**src/rtl/map_tile_renderer_pkg.sv**
```systemverilog
// map_pkg: shared map geometry, address widths and tile code type for the map tile renderer.
// No ports; imported by the interface and the renderer.
package map_pkg;
   localparam int TILE_W      = 16;
   localparam int MAP_COLS    = 40;
   localparam int MAP_ROWS    = 30;
   localparam int TILE_ADDR_W = 11;
   localparam int FONT_ADDR_W = 5;
   typedef enum logic {FILL = 1'b0, WALL = 1'b1} tile_code_t;
endpackage

```
**src/rtl/map_tile_renderer_if.sv**
```systemverilog
// map_tile_renderer_if: bundle between the renderer and its surroundings (VGA coords, map RAM, font ROM, outputs).
// master: drives draw coords, frame_end, RAM/ROM read data; slave: the renderer, drives addresses and pixel results.
interface map_tile_renderer_if;
   import map_pkg::*;
   logic                   pix_valid;
   logic [9:0]             DrawX;
   logic [9:0]             DrawY;
   logic                   frame_end;
   logic [TILE_ADDR_W-1:0] tile_addr;
   tile_code_t             tile_code;
   logic [FONT_ADDR_W-1:0] font_addr;
   logic [TILE_W-1:0]      font_data;
   logic                   is_wall;
   logic                   out_valid;
   logic [9:0]             OutX;
   logic [9:0]             OutY;
   logic [18:0]            wall_count;
   modport master (
      output pix_valid, DrawX, DrawY, frame_end, tile_code, font_data,
      input  tile_addr, font_addr, is_wall, out_valid, OutX, OutY, wall_count
   );
   modport slave (
      input  pix_valid, DrawX, DrawY, frame_end, tile_code, font_data,
      output tile_addr, font_addr, is_wall, out_valid, OutX, OutY, wall_count
   );
endinterface

```
**src/rtl/map_tile_renderer.sv**
```systemverilog
// map_tile_renderer: 3-stage pipeline turning a draw coordinate into a wall flag via map RAM and font ROM, plus per-frame wall pixel count.
// Ports: Clk (pixel clock), Reset_n (async active-low), bus (slave: DrawX/DrawY/pix_valid/frame_end in,
// tile_addr/tile_code map RAM, font_addr/font_data font ROM, is_wall/out_valid/OutX/OutY/wall_count out).
module map_tile_renderer #(
   parameter int TILE_W   = map_pkg::TILE_W,
   parameter int MAP_COLS = map_pkg::MAP_COLS,
   parameter int MAP_ROWS = map_pkg::MAP_ROWS,
   parameter int MAP_X0   = 0,
   parameter int MAP_Y0   = 0
) (
   input logic                Clk,
   input logic                Reset_n,
   map_tile_renderer_if.slave bus
);
   import map_pkg::*;
   localparam int SH = $clog2(TILE_W);
   localparam logic [10:0] X_LO = 11'(MAP_X0);
   localparam logic [10:0] X_HI = 11'(MAP_X0 + MAP_COLS * TILE_W);
   localparam logic [10:0] Y_LO = 11'(MAP_Y0);
   localparam logic [10:0] Y_HI = 11'(MAP_Y0 + MAP_ROWS * TILE_W);
   logic [9:0]        w_lx, w_ly;
   logic              w_in_map;
   logic [18:0]       w_cnt;
   logic              r_v1, r_in1, r_v2, r_in2;
   logic [SH-1:0]     r_lx1, r_ly1, r_lx2;
   logic [9:0]        r_x1, r_y1, r_x2, r_y2;
   logic [TILE_W-1:0] r_row2;
   logic              r_valid, r_wall;
   logic [9:0]        r_ox, r_oy;
   logic [18:0]       r_cnt, r_wc;
   assign w_lx = bus.DrawX - X_LO[9:0];
   assign w_ly = bus.DrawY - Y_LO[9:0];
   assign w_in_map = {1'b0, bus.DrawX} >= X_LO && {1'b0, bus.DrawX} < X_HI &&
                     {1'b0, bus.DrawY} >= Y_LO && {1'b0, bus.DrawY} < Y_HI;
   assign bus.tile_addr = w_in_map ? TILE_ADDR_W'(w_ly[9:SH]) * TILE_ADDR_W'(MAP_COLS) + TILE_ADDR_W'(w_lx[9:SH]) : '0;
   // Off-map pixels fetch the fill glyph so stale RAM data never reaches the font ROM
   assign bus.font_addr = {bus.tile_code & r_in1, r_ly1};
   // Counter saturates instead of wrapping
   assign w_cnt = r_cnt + 19'(r_valid & r_wall & ~&r_cnt);
   assign bus.out_valid  = r_valid;
   assign bus.is_wall    = r_wall;
   assign bus.OutX       = r_ox;
   assign bus.OutY       = r_oy;
   assign bus.wall_count = r_wc;
   always_ff @(posedge Clk or negedge Reset_n) begin
      if (!Reset_n) begin
         {r_v1, r_in1, r_lx1, r_ly1, r_x1, r_y1} <= '0;
         {r_v2, r_in2, r_lx2, r_x2, r_y2, r_row2} <= '0;
         {r_valid, r_wall, r_ox, r_oy, r_cnt, r_wc} <= '0;
      end else begin
         r_v1   <= bus.pix_valid;
         r_in1  <= w_in_map;
         r_lx1  <= w_lx[SH-1:0];
         r_ly1  <= w_ly[SH-1:0];
         r_x1   <= bus.DrawX;
         r_y1   <= bus.DrawY;
         r_v2   <= r_v1;
         r_in2  <= r_in1;
         r_lx2  <= r_lx1;
         r_x2   <= r_x1;
         r_y2   <= r_y1;
         r_row2 <= bus.font_data;
         r_valid <= r_v2;
         // Bit TILE_W-1 is the leftmost pixel, so the column index is inverted
         r_wall  <= r_v2 & r_in2 & r_row2[~r_lx2];
         r_ox    <= r_v2 ? r_x2 : r_ox;
         r_oy    <= r_v2 ? r_y2 : r_oy;
         r_cnt   <= bus.frame_end ? '0 : w_cnt;
         r_wc    <= bus.frame_end ? w_cnt : r_wc;
      end
   end
endmodule

```
**src/flat_wrapper.sv**
```systemverilog
// flat-port wrapper written by rule: the top's interface ports become plain ports
module map_tile_renderer_flat import map_pkg::*;
#(
   parameter int TILE_W   = map_pkg::TILE_W,
   parameter int MAP_COLS = map_pkg::MAP_COLS,
   parameter int MAP_ROWS = map_pkg::MAP_ROWS,
   parameter int MAP_X0   = 0,
   parameter int MAP_Y0   = 0
)
  (Clk, Reset_n, bus_pix_valid, bus_DrawX, bus_DrawY, bus_frame_end, bus_tile_code, bus_font_data, bus_tile_addr, bus_font_addr, bus_is_wall, bus_out_valid, bus_OutX, bus_OutY, bus_wall_count);
  map_tile_renderer_if bus_i ();
  input logic Clk;
  input logic Reset_n;
  input wire logic [$bits(bus_i.pix_valid)-1:0] bus_pix_valid;
  input wire logic [$bits(bus_i.DrawX)-1:0] bus_DrawX;
  input wire logic [$bits(bus_i.DrawY)-1:0] bus_DrawY;
  input wire logic [$bits(bus_i.frame_end)-1:0] bus_frame_end;
  input wire logic [$bits(bus_i.tile_code)-1:0] bus_tile_code;
  input wire logic [$bits(bus_i.font_data)-1:0] bus_font_data;
  output wire logic [$bits(bus_i.tile_addr)-1:0] bus_tile_addr;
  output wire logic [$bits(bus_i.font_addr)-1:0] bus_font_addr;
  output wire logic [$bits(bus_i.is_wall)-1:0] bus_is_wall;
  output wire logic [$bits(bus_i.out_valid)-1:0] bus_out_valid;
  output wire logic [$bits(bus_i.OutX)-1:0] bus_OutX;
  output wire logic [$bits(bus_i.OutY)-1:0] bus_OutY;
  output wire logic [$bits(bus_i.wall_count)-1:0] bus_wall_count;
  assign bus_i.pix_valid = bus_pix_valid;
  assign bus_i.DrawX = bus_DrawX;
  assign bus_i.DrawY = bus_DrawY;
  assign bus_i.frame_end = bus_frame_end;
  assign bus_i.tile_code = bus_tile_code;
  assign bus_i.font_data = bus_font_data;
  assign bus_tile_addr = bus_i.tile_addr;
  assign bus_font_addr = bus_i.font_addr;
  assign bus_is_wall = bus_i.is_wall;
  assign bus_out_valid = bus_i.out_valid;
  assign bus_OutX = bus_i.OutX;
  assign bus_OutY = bus_i.OutY;
  assign bus_wall_count = bus_i.wall_count;
  map_tile_renderer #(.TILE_W(TILE_W), .MAP_COLS(MAP_COLS), .MAP_ROWS(MAP_ROWS), .MAP_X0(MAP_X0), .MAP_Y0(MAP_Y0)) u_core (.Clk(Clk), .Reset_n(Reset_n), .bus(bus_i));
endmodule
```
**config.mk**
```make
export PLATFORM = sky130hd
export DESIGN_NAME = map_tile_renderer_flat
export DESIGN_NICKNAME = d
export VERILOG_FILES = /design/src/rtl/map_tile_renderer_pkg.sv /design/src/rtl/map_tile_renderer_if.sv /design/src/rtl/map_tile_renderer.sv /design/src/flat_wrapper.sv
export SDC_FILE = /design/constraint.sdc
export NUM_CORES = 1
export LEC_CHECK = 0
export ABC_CLOCK_PERIOD_IN_PS = 6690
export CORE_MARGIN = 10
export CORE_UTILIZATION = 54
export DETAILED_ROUTE_END_ITERATION = 6
export PLACE_DENSITY = 0.89
export REMOVE_ABC_BUFFERS = 1
export SLEW_MARGIN = 5
export SYNTH_ARGS = -nofsm -noshare
export SYNTH_HDL_FRONTEND = slang
export SYNTH_SLANG_ARGS = --single-unit
```
**constraint.sdc**
```tcl
create_clock -name Clk -period 6.69 [get_ports Clk]
set_input_delay 1.0035 -clock Clk [delete_from_list [all_inputs] [get_ports Clk]]
set_output_delay 1.0035 -clock Clk [all_outputs]
set_load 0.1 [all_outputs]
```
==> out/metrics.yaml, run 1 <==
synth_top_area_cell: "sky130_fd_sc_hd__dfrtp_1"
cts_resized: 0
vias: 2878
die-area_um2: 12500
crit_family: "buffers and inverters"
hold_viol: 0
syn_to_final_growth_pct: 35.2
grt-ovfl-total: 0
critical_path.cell_chain: "clkdlybuf4s50_1, ha_1, ha_1, fa_1, nand2_1, nor3_1, xnor3_1, nor2_1, clkdlybuf4s50_1"
endpoint_kind: "primary output"
place_area_um2: 5570
synth-seq-area-share: 0.663
ys_async_sr_fraction: 1.00
run_status: "complete, no violations"
cts-root-to-sink-buffers: 2
main_combinational_cell_family_by_area_after_synthesis: "simple AND/OR/NAND/NOR gates"
drive_above_1_share: 0.139
cts_root_buf: "sky130_fd_sc_hd__clkbuf_8"
timing.critical_path.required_ns: 5.69
worst_slew_pin_slew_ns: 1.02
synthSimpleGateAreaFrac: 0.110
path_buf_inv: 2
synth_mux_area_frac: 0.0853
detail_route.first_pass.iterations: 4
synthCells: 329
swShare: 0.314
die_height_um: 112
worstSetupStartpointType: "input port"
clock_skew_ns: 0.00827
wire_per_inst_um: 16.4
cts-buffers-inserted: 17
hold-worst-slack_ns: 0.344
drt.antenna.violating_nets: 0
clkTransAtPathRegs_ns: 0.06
tritoncts: "built"
yosys_warnings: 0
synth.cells.most_frequent: "sky130_fd_sc_hd__dfrtp_1, sky130_fd_sc_hd__nor2_1, sky130_fd_sc_hd__mux2_2, sky130_fd_sc_hd__a21oi_1, sky130_fd_sc_hd__ha_1"
pin_count: 98
layout_worst_path_cycle_share: 0.812
nets: 488
final_cell_area_um2: 6130
n_antenna_cell: 0
fin_setup_tns_ns: 0
ctsHoldBuffers: 0
timing.critical_path.arrival_ns: 4.43
synth_cell_types: 36
synth_most_common_cell: "sky130_fd_sc_hd__dfrtp_1"
critPathSlowestCell: "sky130_fd_sc_hd__clkdlybuf4s50_1"
maxCapViolCount: 0
synthXorXnorAreaFrac: 0.0398
remaining_drc_errors: 0
initial_util: 0.554
postCtsSetupRepairBufs: 0
max_slew_margin: 0.316
power.leakage_nw: 2.67
worst_skew_pair.late_latency_ns: 0.50
timing.final.crit_period_ns: 5.43
die-width_um: 112
mappedNetlistArea_um2: 4530
globalplace.congestion: 0.909
intPower_mw: 1.37
grt_usage: 0.152
power.net_switching_uw: 627
p_clk_frac: 0.416
synth_compound_area_frac: 0.0384
fill_cell_count: 512
power.share.combinational: 0.191
max_freq_mhz: 184
power_density_over_cell_area_nw_per_um2: 326
grt_pass1_vias: 3217
worstHoldPathType: "flip-flop to flip-flop"
slowest_delay_ns: 1.14
std_cell_rows: 33
synth-main-ff-cell: "sky130_fd_sc_hd__dfrtp_1"
share_seq_of_total_power: 0.393
dp.cells: 518
grt_start_max_net_pins: 70
number_of_sinks_handled_by_clock_tree_synthesis: 120
worstPathMaxFanout: 5
synthAdderAreaFrac: 0.0447
synthDominantCellAreaShare: 0.663
drt_first_iter_violations: 110
setup_violations: 0
dp_wirelength_mm: 6.52
totalWireLength_mm: 9.03
count_of_placed_standard_cells_in_the_final_layout_fillers_left_out: 550
synth.area.top_cells: "sky130_fd_sc_hd__dfrtp_1, sky130_fd_sc_hd__mux2_2, sky130_fd_sc_hd__ha_1"
vdd.ir_drop.worst_mv: 0.189
synth-seq-cells: 120
route.detailed.vias_per_inst: 5.23
htreeDepth: 4
core_area_um2: 8180
post_synth.cell_area_avg_um2: 13.8
antenna_found_initial: 0
synth_enable_flop_cells: 0
final_core_occ: 0.749
slew_violations: 0
port_buffers: 97
first_pass_grt_wire_length_mm: 15.5
path_class: "input port to primary output"
unrepaired_setup_endpoints_after_global_routing: "no"
## final cells by class
type	instances	area [um^2]	area share
Tap cell	105	131	0.0214
Clock inverter	15	143	0.0233
Multi-Input combinational cell	191	1440	0.236
Sequential cell	120	3000	0.490
Timing Repair Buffer	99	981	0.160
Inverter	3	11.3	0.00184
Clock buffer	17	414	0.0676
## cells by family after synthesis
kind of cell / count (synthesis)
AND/OR/NAND/NOR: 97
adder cells (fa/ha/maj): 15
XOR/XNOR: 19
flip-flops: 120
AO/OA/AOI/OAI: 32
multiplexers: 28
buffers and inverters: 18
## layer usage
layer  up-vias  track usage  wire length, um
li1       1370            -                -
met1      1414        0.159             3510
met2        83        0.265             4720
met3        11       0.0692              676
met4         0       0.0557              120
met5         -            0                0
## registers in the layout, summed over array words and instances, names as in the netlist, 3 cells and up
signal,flops
u_core.r_x2,7
u_core.r_ly1,3
u_core.bus.OutX,10
u_core.r_x1,7
u_core.r_lx2,3
u_core.bus.wall_count,19
u_core.r_lx1,3
u_core.r_y2,10
u_core.r_row2,16
u_core.bus.OutY,10
u_core.r_cnt,19
u_core.r_y1,7
## power groups by stage
stage / Sequential [mW] / Combinational (mW) / Clock, mW
final: 0.785 / 0.382 / 0.830
after global routing: 0.790 / 0.400 / 0.881
after CTS: 0.786 / 0.387 / 0.846
after detailed placement: 0.799 / 0.385 / 0
after global placement: 0.796 / 0.378 / 0
after floorplan: 0.954 / 0.106 / 0
## layout by cell type (no fill, tap or decap), types with 2 or more instances in the layout
cell and instances:
sky130_fd_sc_hd__dfrtp_1 120, sky130_fd_sc_hd__clkdlybuf4s50_1 95, sky130_fd_sc_hd__nor2_1 37, sky130_fd_sc_hd__mux2_2 23, sky130_fd_sc_hd__a21oi_1 22, sky130_fd_sc_hd__clkbuf_16 16, sky130_fd_sc_hd__ha_1 13, sky130_fd_sc_hd__nand3_1 11
sky130_fd_sc_hd__xnor2_1 10, sky130_fd_sc_hd__nand4_1 9, sky130_fd_sc_hd__and2_1 8, sky130_fd_sc_hd__xor2_1 8, sky130_fd_sc_hd__nand2_1 6, sky130_fd_sc_hd__inv_6 6, sky130_fd_sc_hd__and3_1 5, sky130_fd_sc_hd__nor3_1 5
sky130_fd_sc_hd__mux4_1 4, sky130_fd_sc_hd__clkinv_4 4, sky130_fd_sc_hd__buf_4 4, sky130_fd_sc_hd__o21ai_0 3, sky130_fd_sc_hd__inv_1 3, sky130_fd_sc_hd__and4_1 3, sky130_fd_sc_hd__or4_1 3, sky130_fd_sc_hd__nor2b_1 3
sky130_fd_sc_hd__nor4_1 3, sky130_fd_sc_hd__a31oi_1 3, sky130_fd_sc_hd__fa_1 2, sky130_fd_sc_hd__clkinv_2 2, sky130_fd_sc_hd__clkinvlp_4 2
## worst reg2reg max path: stages (launching register included)
cell                      delay, ns
sky130_fd_sc_hd__dfrtp_1       0.43
sky130_fd_sc_hd__and4_1        0.32
sky130_fd_sc_hd__nand3_1       0.16
sky130_fd_sc_hd__or4_1         0.43
sky130_fd_sc_hd__and3_1        0.19
sky130_fd_sc_hd__ha_1          0.22
sky130_fd_sc_hd__ha_1          0.24
sky130_fd_sc_hd__and3_1        0.26
sky130_fd_sc_hd__nand4_1       0.13
sky130_fd_sc_hd__xor2_1        0.20
sky130_fd_sc_hd__a21oi_1       0.09
## metrics by stage
stage,worst slack [ns],power (mW)
after floorplan,1.37,1.06
after global placement,1.36,1.17
after detailed placement,1.23,1.18
after CTS,1.22,2.02
after global routing,1.06,2.07
final,1.26,2.00
## worst paths after layout
kind	start	endpoint	slack, ns	cells past startpoint
hold reg to reg	u_core.r_x1[9]$_DFF_PN0_	u_core.r_x2[9]$_DFF_PN0_	0.34	0
setup / recovery	bus_DrawY[5]	bus_tile_addr[9]	1.26	9
max in group asynchronous	Reset_n	u_core.r_x2[7]$_DFF_PN0_	4.91	2
hold / removal	u_core.r_x1[9]$_DFF_PN0_	u_core.r_x2[9]$_DFF_PN0_	0.34	0
min in group asynchronous	Reset_n	u_core.r_cnt[12]$_DFF_PN0_	0.53	1
setup reg to reg	u_core.r_cnt[4]$_DFF_PN0_	u_core.bus.wall_count[10]$_DFFE_PN0P_	3.87	10
Power figures use the tool's default switching activity.
==> run 2, diff against run 1 <==
- ABC_CLOCK_PERIOD_IN_PS: 6690 -> 4570
- CORE_UTILIZATION: 54 -> 45
- PLACE_DENSITY: 0.89 -> 0.8
- clock period: 6.69 -> 4.57 ns (I/O delays scaled with it)
==> run 2 against run 1 <==
  * First-iteration DRC count rose by 56%
  * Flip-flop and latch count did not move
  * Final cell count rose by 5.3%
  * Via count rose by 1.2%
  * Setup slack got worse by 0.91 ns
  * Die area rose by 16%
  * Combinational power rose by 48%
  * Non-clock buffer count rose by 1
  * Hold slack got worse by 0.30 ns
  * Clock power rose by 55%
  * Clock skew barely moved
==> out/metrics.yaml, run 2 (same netlist as run 1, synthesis figures left out) <==
clock_skew_ns: 0.00796  # was 0.00827 ns
run_status: "complete, no violations"  # unchanged
detail_route.first_pass.iterations: 4  # unchanged
fin_setup_tns_ns: 0  # unchanged
antenna_found_initial: 0  # unchanged
critical_path.cell_chain: "clkdlybuf4s50_1, ha_1, ha_1, fa_1, nand2_1, nor2_1, or4b_1, mux2_2, buf_12"  # was clkdlybuf4s50_1, ha_1, ha_1, fa_1, nand2_1, nor3_1, xnor3_1, nor2_1, clkdlybuf4s50_1
intPower_mw: 2.06  # was 1.37 mW
setup_violations: 0  # unchanged
grt_pass1_vias: 3238  # was 3217
max_slew_margin: 0.319  # was 0.316
path_class: "input port to primary output"  # unchanged
ff2ff_setup_slack_ns: 1.69  # was 3.87 ns
cts_root_buf: "sky130_fd_sc_hd__clkbuf_8"  # unchanged
first_pass_grt_wire_length_mm: 16.1  # was 15.5 mm
wire_per_inst_um: 16.4  # about the same
number_of_sinks_handled_by_clock_tree_synthesis: 120  # unchanged
share_seq_of_total_power: 0.383  # was 0.393
max_freq_mhz: 237
htreeDepth: 4  # unchanged
pin_count: 98  # unchanged
final_cell_mix: "sky130_fd_sc_hd__dfrtp_1, sky130_fd_sc_hd__clkdlybuf4s50_1, sky130_fd_sc_hd__nor2_1, sky130_fd_sc_hd__mux2_2, sky130_fd_sc_hd__a21oi_1"  # unchanged
fill_cell_count: 746  # was 512
grt_usage: 0.141  # was 0.152
cts-root-to-sink-buffers: 2  # unchanged
cts_resized: 0  # unchanged
initial_util: 0.464  # was 0.554
place_area_um2: 5610  # was 5570 um^2
dp_wirelength_mm: 6.86  # was 6.52 mm
die-width_um: 120  # was 112 um
nets: 489  # was 488
unrepaired_setup_endpoints_after_global_routing: "no"  # unchanged
worstPathMaxFanout: 5  # unchanged
count_of_placed_standard_cells_in_the_final_layout_fillers_left_out: 579  # was 550
slowest_delay_ns: 0.60  # was 1.14 ns
grt_start_max_net_pins: 54  # was 70
syn_to_final_growth_pct: 36.7  # was 35.2%
endpoint_kind: "primary output"  # unchanged
n_antenna_cell: 0  # unchanged
power_density_over_cell_area_nw_per_um2: 484  # was 326 nW/um^2
remaining_drc_errors: 0  # unchanged
power.leakage_nw: 2.71  # was 2.67 nW
ctsHoldBuffers: 0  # unchanged
die_height_um: 120  # was 112 um
drive_above_1_share: 0.164  # was 0.139
mostFrequentLayoutCell: "sky130_fd_sc_hd__dfrtp_1"  # unchanged
clkTransAtPathRegs_ns: 0.06  # about the same
worst_slew_pin_slew_ns: 1.02  # about the same
cts-buffers-inserted: 17  # unchanged
hold-worst-slack_ns: 0.0478  # was 0.344 ns
globalplace.congestion: 0.826  # was 0.909
timing.final.crit_period_ns: 4.22
postCtsSetupRepairBufs: 0  # unchanged
route.detailed.vias_per_inst: 5.03  # was 5.23
port_buffers: 97  # unchanged
dp.cells: 547  # was 518
swShare: 0.312  # was 0.314
p_clk_frac: 0.429  # was 0.416
layout_worst_path_cycle_share: 0.923
timing.critical_path.required_ns: 3.88  # was 5.69 ns
slew_violations: 0  # unchanged
totalWireLength_mm: 9.52  # was 9.03 mm
drt_first_iter_violations: 172  # was 110
vias: 2913  # was 2878
worstSetupStartpointType: "input port"  # unchanged
core_area_um2: 9770  # was 8180 um^2
vdd.ir_drop.worst_mv: 0.266  # was 0.189 mV
std_cell_rows: 36  # was 33
power.share.combinational: 0.188  # was 0.191
critPathSlowestCell: "sky130_fd_sc_hd__clkdlybuf4s50_1"  # unchanged
worst_skew_pair.late_latency_ns: 0.52  # was 0.50 ns
grt-ovfl-total: 0  # unchanged
timing.critical_path.arrival_ns: 3.53  # was 4.43 ns
maxCapViolCount: 0  # unchanged
die-area_um2: 14500  # was 12500 um^2
drt.antenna.violating_nets: 0  # unchanged
power.net_switching_uw: 937  # was 627 uW
tritoncts: "built"  # unchanged
worstHoldPathType: "input port to async pin"  # was flip-flop to flip-flop
hold_viol: 0  # unchanged
crit_top_cell: "sky130_fd_sc_hd__ha_1"
final_cell_area_um2: 6190  # was 6130 um^2
==> run 2: metal layers <==
| layer | wire [um] | track usage | part of all wire |
|---|---|---|---|
| met1 | 3810 | 0.153 | 0.40 |
| met2 | 4920 | 0.240 | 0.52 |
| met3 | 619 | 0.0554 | 0.065 |
| met4 | 175 | 0.0626 | 0.018 |
| met5 | 0 | 0 | 0 |
==> run 2: final cells by class <==
class | instances | area [um^2] | area share
inverters | 3 | 11.3 | 0.00182
clock buffers | 17 | 414 | 0.0669
flip-flops and latches | 120 | 3000 | 0.485
well taps | 133 | 166 | 0.0269
multi-input cells | 191 | 1440 | 0.233
repair buffers | 100 | 988 | 0.160
clock inverters | 15 | 166 | 0.0269
==> run 2: worst max-delay path, delay by kind of cell <==
kind / cells / cell delay, ns
adders and majority gates: 3 / 1.07
buffers and inverters: 2 / 0.77
muxes: 1 / 0.32
and+or+nand+nor: 3 / 0.67
==> run 2: worst paths after layout <==
kind,from,to,cells after the start
hold reg to reg,u_core.r_y1[7]$_DFF_PN0_,u_core.r_y2[7]$_DFF_PN0_,0
max in group asynchronous,Reset_n,u_core.r_y1[9]$_DFF_PN0_,2
min in group Clk,u_core.r_y1[7]$_DFF_PN0_,u_core.r_y2[7]$_DFF_PN0_,0
setup reg to reg,u_core.r_cnt[5]$_DFF_PN0_,u_core.bus.wall_count[6]$_DFFE_PN0P_,10
setup / recovery,bus_DrawY[5],bus_tile_addr[10],9
hold / removal,Reset_n,u_core.bus.wall_count[14]$_DFFE_PN0P_,1
==> run 2: power groups by stage <==
stage	combinational, mW	sequential [mW]	clock, mW
2_1_floorplan	0.155	1.40	0
3_3_place_gp	0.560	1.17	0
3_5_place_dp	0.567	1.17	0
4_1_cts	0.570	1.15	1.30
5_1_grt	0.591	1.16	1.35
6_report	0.564	1.15	1.29
==> run 2: per-stage QoR <==
| step | power [mW] | util | setup WS (ns) |
|---|---|---|---|
| 2_1_floorplan | 1.55 | - | -0.110 |
| 3_3_place_gp | 1.73 | 0.574 | 0.474 |
| 3_5_place_dp | 1.74 | 0.574 | 0.375 |
| 4_1_cts | 3.02 | 0.634 | 0.363 |
| 5_1_grt | 3.10 | 0.634 | 0.227 |
| 6_report | 3.00 | 0.634 | 0.352 |
==> run 3, diff against run 2 <==
- ABC_CLOCK_PERIOD_IN_PS: 4570 -> 4300
- CAP_MARGIN: not set -> 5
- CORE_UTILIZATION: 45 -> 50
- PLACE_DENSITY: 0.8 -> 0.84
- clock period: 4.57 -> 4.3 ns (I/O delays scaled with it)
==> run 3 against run 2 <==
  * Final cell count is 4.3% lower
  * Setup slack worse by 0.14 ns
  * Design area is 0.24% higher
  * Wire length is 3.8% lower
  * Total power is 8.6% higher
  * Largest cell class unchanged
  * Clock skew is 0.011 ns higher
  * Die area is 8.4% lower
  * Highest routed layer unchanged
  * Largest power group unchanged
  * Register-to-register slack worse by 0.25 ns
  * Hold slack better by 0.20 ns
==> out/metrics.yaml, run 3 (same netlist as run 1, synthesis figures left out) <==
cts-root-to-sink-buffers: 2  # unchanged
timing.final.crit_period_ns: 4.09
power.leakage_nw: 2.73  # was 2.71 nW
drive_above_1_share: 0.164  # unchanged
timing.rr.start: "u_core.r_cnt[5]$_DFF_PN0_"  # unchanged
postCtsSetupRepairBufs: 0  # unchanged
hold_viol: 0  # unchanged
worst_slew_pin_slew_ns: 1.02  # about the same
vias: 2883  # was 2913
power.net_switching_uw: 984  # was 937 uW
swShare: 0.302  # was 0.312
final_cell_area_um2: 6210  # was 6190 um^2
pin_count: 98  # unchanged
grt-ovfl-total: 0  # unchanged
die_height_um: 115  # was 120 um
cts_resized: 0  # unchanged
totalWireLength_mm: 9.16  # was 9.52 mm
slew_violations: 0  # unchanged
remaining_drc_errors: 0  # unchanged
clkTransAtPathRegs_ns: 0.06  # about the same
grt_usage: 0.148  # was 0.141
std_cell_rows: 34  # was 36
port_buffers: 97  # unchanged
hold-worst-slack_ns: 0.251  # was 0.0478 ns
max_slew_margin: 0.316  # was 0.319
endpoint_kind: "primary output"  # unchanged
first_pass_grt_wire_length_mm: 15.7  # was 16.1 mm
final_cell_mix: "sky130_fd_sc_hd__dfrtp_1, sky130_fd_sc_hd__clkdlybuf4s50_1, sky130_fd_sc_hd__nor2_1, sky130_fd_sc_hd__mux2_2, sky130_fd_sc_hd__a21oi_1"  # unchanged
mostFrequentLayoutCell: "sky130_fd_sc_hd__dfrtp_1"  # unchanged
intPower_mw: 2.27  # was 2.06 mW
drt_first_iter_violations: 151  # was 172
run_status: "complete, no violations"  # unchanged
top_signal_layer_used: "met4"  # unchanged
worstPathMaxFanout: 5  # unchanged
detail_route.first_pass.iterations: 4  # unchanged
htreeDepth: 4  # unchanged
nets: 489  # unchanged
power.share.combinational: 0.185  # was 0.188
timing.critical_path.required_ns: 3.65  # was 3.88 ns
n_antenna_cell: 0  # unchanged
syn_to_final_growth_pct: 37.0  # was 36.7%
initial_util: 0.517  # was 0.464
worst_skew_pair.late_latency_ns: 0.50  # was 0.52 ns
power_density_over_cell_area_nw_per_um2: 525  # was 484 nW/um^2
p_clk_frac: 0.441  # was 0.429
maxCapViolCount: 0  # unchanged
antenna_found_initial: 0  # unchanged
core_area_um2: 8760  # was 9770 um^2
number_of_sinks_handled_by_clock_tree_synthesis: 120  # unchanged
layout_worst_path_cycle_share: 0.951
unrepaired_setup_endpoints_after_global_routing: "no"  # unchanged
place_area_um2: 5590  # was 5610 um^2
setup_violations: 0  # unchanged
globalplace.congestion: 0.812  # was 0.826
die-area_um2: 13300  # was 14500 um^2
ff2ff_setup_slack_ns: 1.44  # was 1.69 ns
route.met3.wl_um: 669  # was 619 um
die-width_um: 115  # was 120 um
path_class: "input port to primary output"  # unchanged
cts_root_buf: "sky130_fd_sc_hd__clkbuf_8"  # unchanged
grt_pass1_vias: 3223  # was 3238
totalPowerFinal_mw: 3.26  # was 3.00 mW
wl_met2_mm: 4.81  # was 4.92 mm
route.detailed.vias_per_inst: 5.20  # was 5.03
wire_per_inst_um: 16.5  # was 16.4 um
cts-buffers-inserted: 17  # unchanged
ctsHoldBuffers: 0  # unchanged
reg2regPathDepth: 10  # unchanged
vdd.ir_drop.worst_mv: 0.247  # was 0.266 mV
timing.rr.end: "u_core.bus.wall_count[6]$_DFFE_PN0P_"  # unchanged
tritoncts: "built"  # unchanged
worstHoldPathType: "input port to async pin"  # unchanged
grt_start_max_net_pins: 77  # was 54
routed_met1_length_mm: 3.57  # was 3.81 mm
max_freq_mhz: 245
dp_wirelength_mm: 6.64  # was 6.86 mm
drt.antenna.violating_nets: 0  # unchanged
share_seq_of_total_power: 0.375  # was 0.383
timing.critical_path.arrival_ns: 3.44  # was 3.53 ns
worstSetupStartpointType: "input port"  # unchanged
clock_skew_ns: 0.0188  # was 0.00796 ns
run 3: cell types whose count changed in the layout (fill, tap and decap cells not counted):
| cell | previous run | this run |
|---|---|---|
| sky130_fd_sc_hd__bufinv_16 | 2 | 3 |
| sky130_fd_sc_hd__buf_4 | 13 | 12 |
| sky130_fd_sc_hd__clkinv_4 | 3 | 2 |
| sky130_fd_sc_hd__inv_8 | 0 | 1 |
| sky130_fd_sc_hd__clkinv_2 | 1 | 0 |
| sky130_fd_sc_hd__buf_12 | 2 | 3 |
| sky130_fd_sc_hd__clkinvlp_4 | 3 | 2 |
| sky130_fd_sc_hd__clkbuf_8 | 1 | 2 |
run 3: worst max path at each step:
stage,startpoint,end,slack [ns],cells after the start
finish,bus_DrawY[5],bus_tile_addr[10],0.21,9
global route,bus_DrawY[5],bus_tile_addr[10],0.1,9
CTS,bus_DrawY[5],bus_tile_addr[10],0.21,9
detailed placement,bus_DrawY[5],bus_tile_addr[10],0.22,9
global placement,bus_DrawY[5],bus_tile_addr[10],0.30,9
floorplan,bus_DrawY[5],bus_tile_addr[8],-0.30,6
run 3: final cells by class:
class / instances / area [um^2]
flip-flops and latches: 120 / 3000
fillers: 575 / 2550
multi-input cells: 191 / 1440
repair buffers: 100 / 1000
clock buffers: 18 / 428
clock inverters: 14 / 186
well taps: 108 / 135
inverters: 3 / 11.3
run 3: critical path: stages:
cell	delay, ns
sky130_fd_sc_hd__clkdlybuf4s50_1	0.52
sky130_fd_sc_hd__ha_1	0.36
sky130_fd_sc_hd__ha_1	0.23
sky130_fd_sc_hd__fa_1	0.55
sky130_fd_sc_hd__nand2_1	0.11
sky130_fd_sc_hd__nor2_1	0.09
sky130_fd_sc_hd__or4b_1	0.44
sky130_fd_sc_hd__mux2_2	0.31
sky130_fd_sc_hd__buf_12	0.17
run 3: power by group through the flow:
stage                     clock network [mW]  logic [mW]  registers [mW]
after floorplan                            0       0.165            1.48
after CTS                               1.47       0.608            1.22
after global placement                     0       0.597            1.24
final                                   1.44       0.601            1.22
after detailed placement                   0       0.605            1.24
after global routing                    1.52       0.630            1.23
run 3: through the flow:
| step | setup slack, ns | utilization | instances | setup TNS [ns] |
|---|---|---|---|---|
| 2_1_floorplan | -0.299 | - | 314 | -0.299 |
| 3_5_place_dp | 0.220 | 0.638 | 522 | 0 |
| 6_report | 0.211 | 0.708 | 554 | 0 |
| 3_3_place_gp | 0.298 | 0.638 | 522 | 0 |
| 5_1_grt | 0.0984 | 0.708 | 554 | 0 |
| 4_1_cts | 0.211 | 0.708 | 554 | 0 |
run 3: per-layer routing:
metal,global-route usage,up-vias
met3,0.0609,10
met5,0,-
met1,0.163,1422
li1,-,1364
met4,0.0586,0
met2,0.250,87
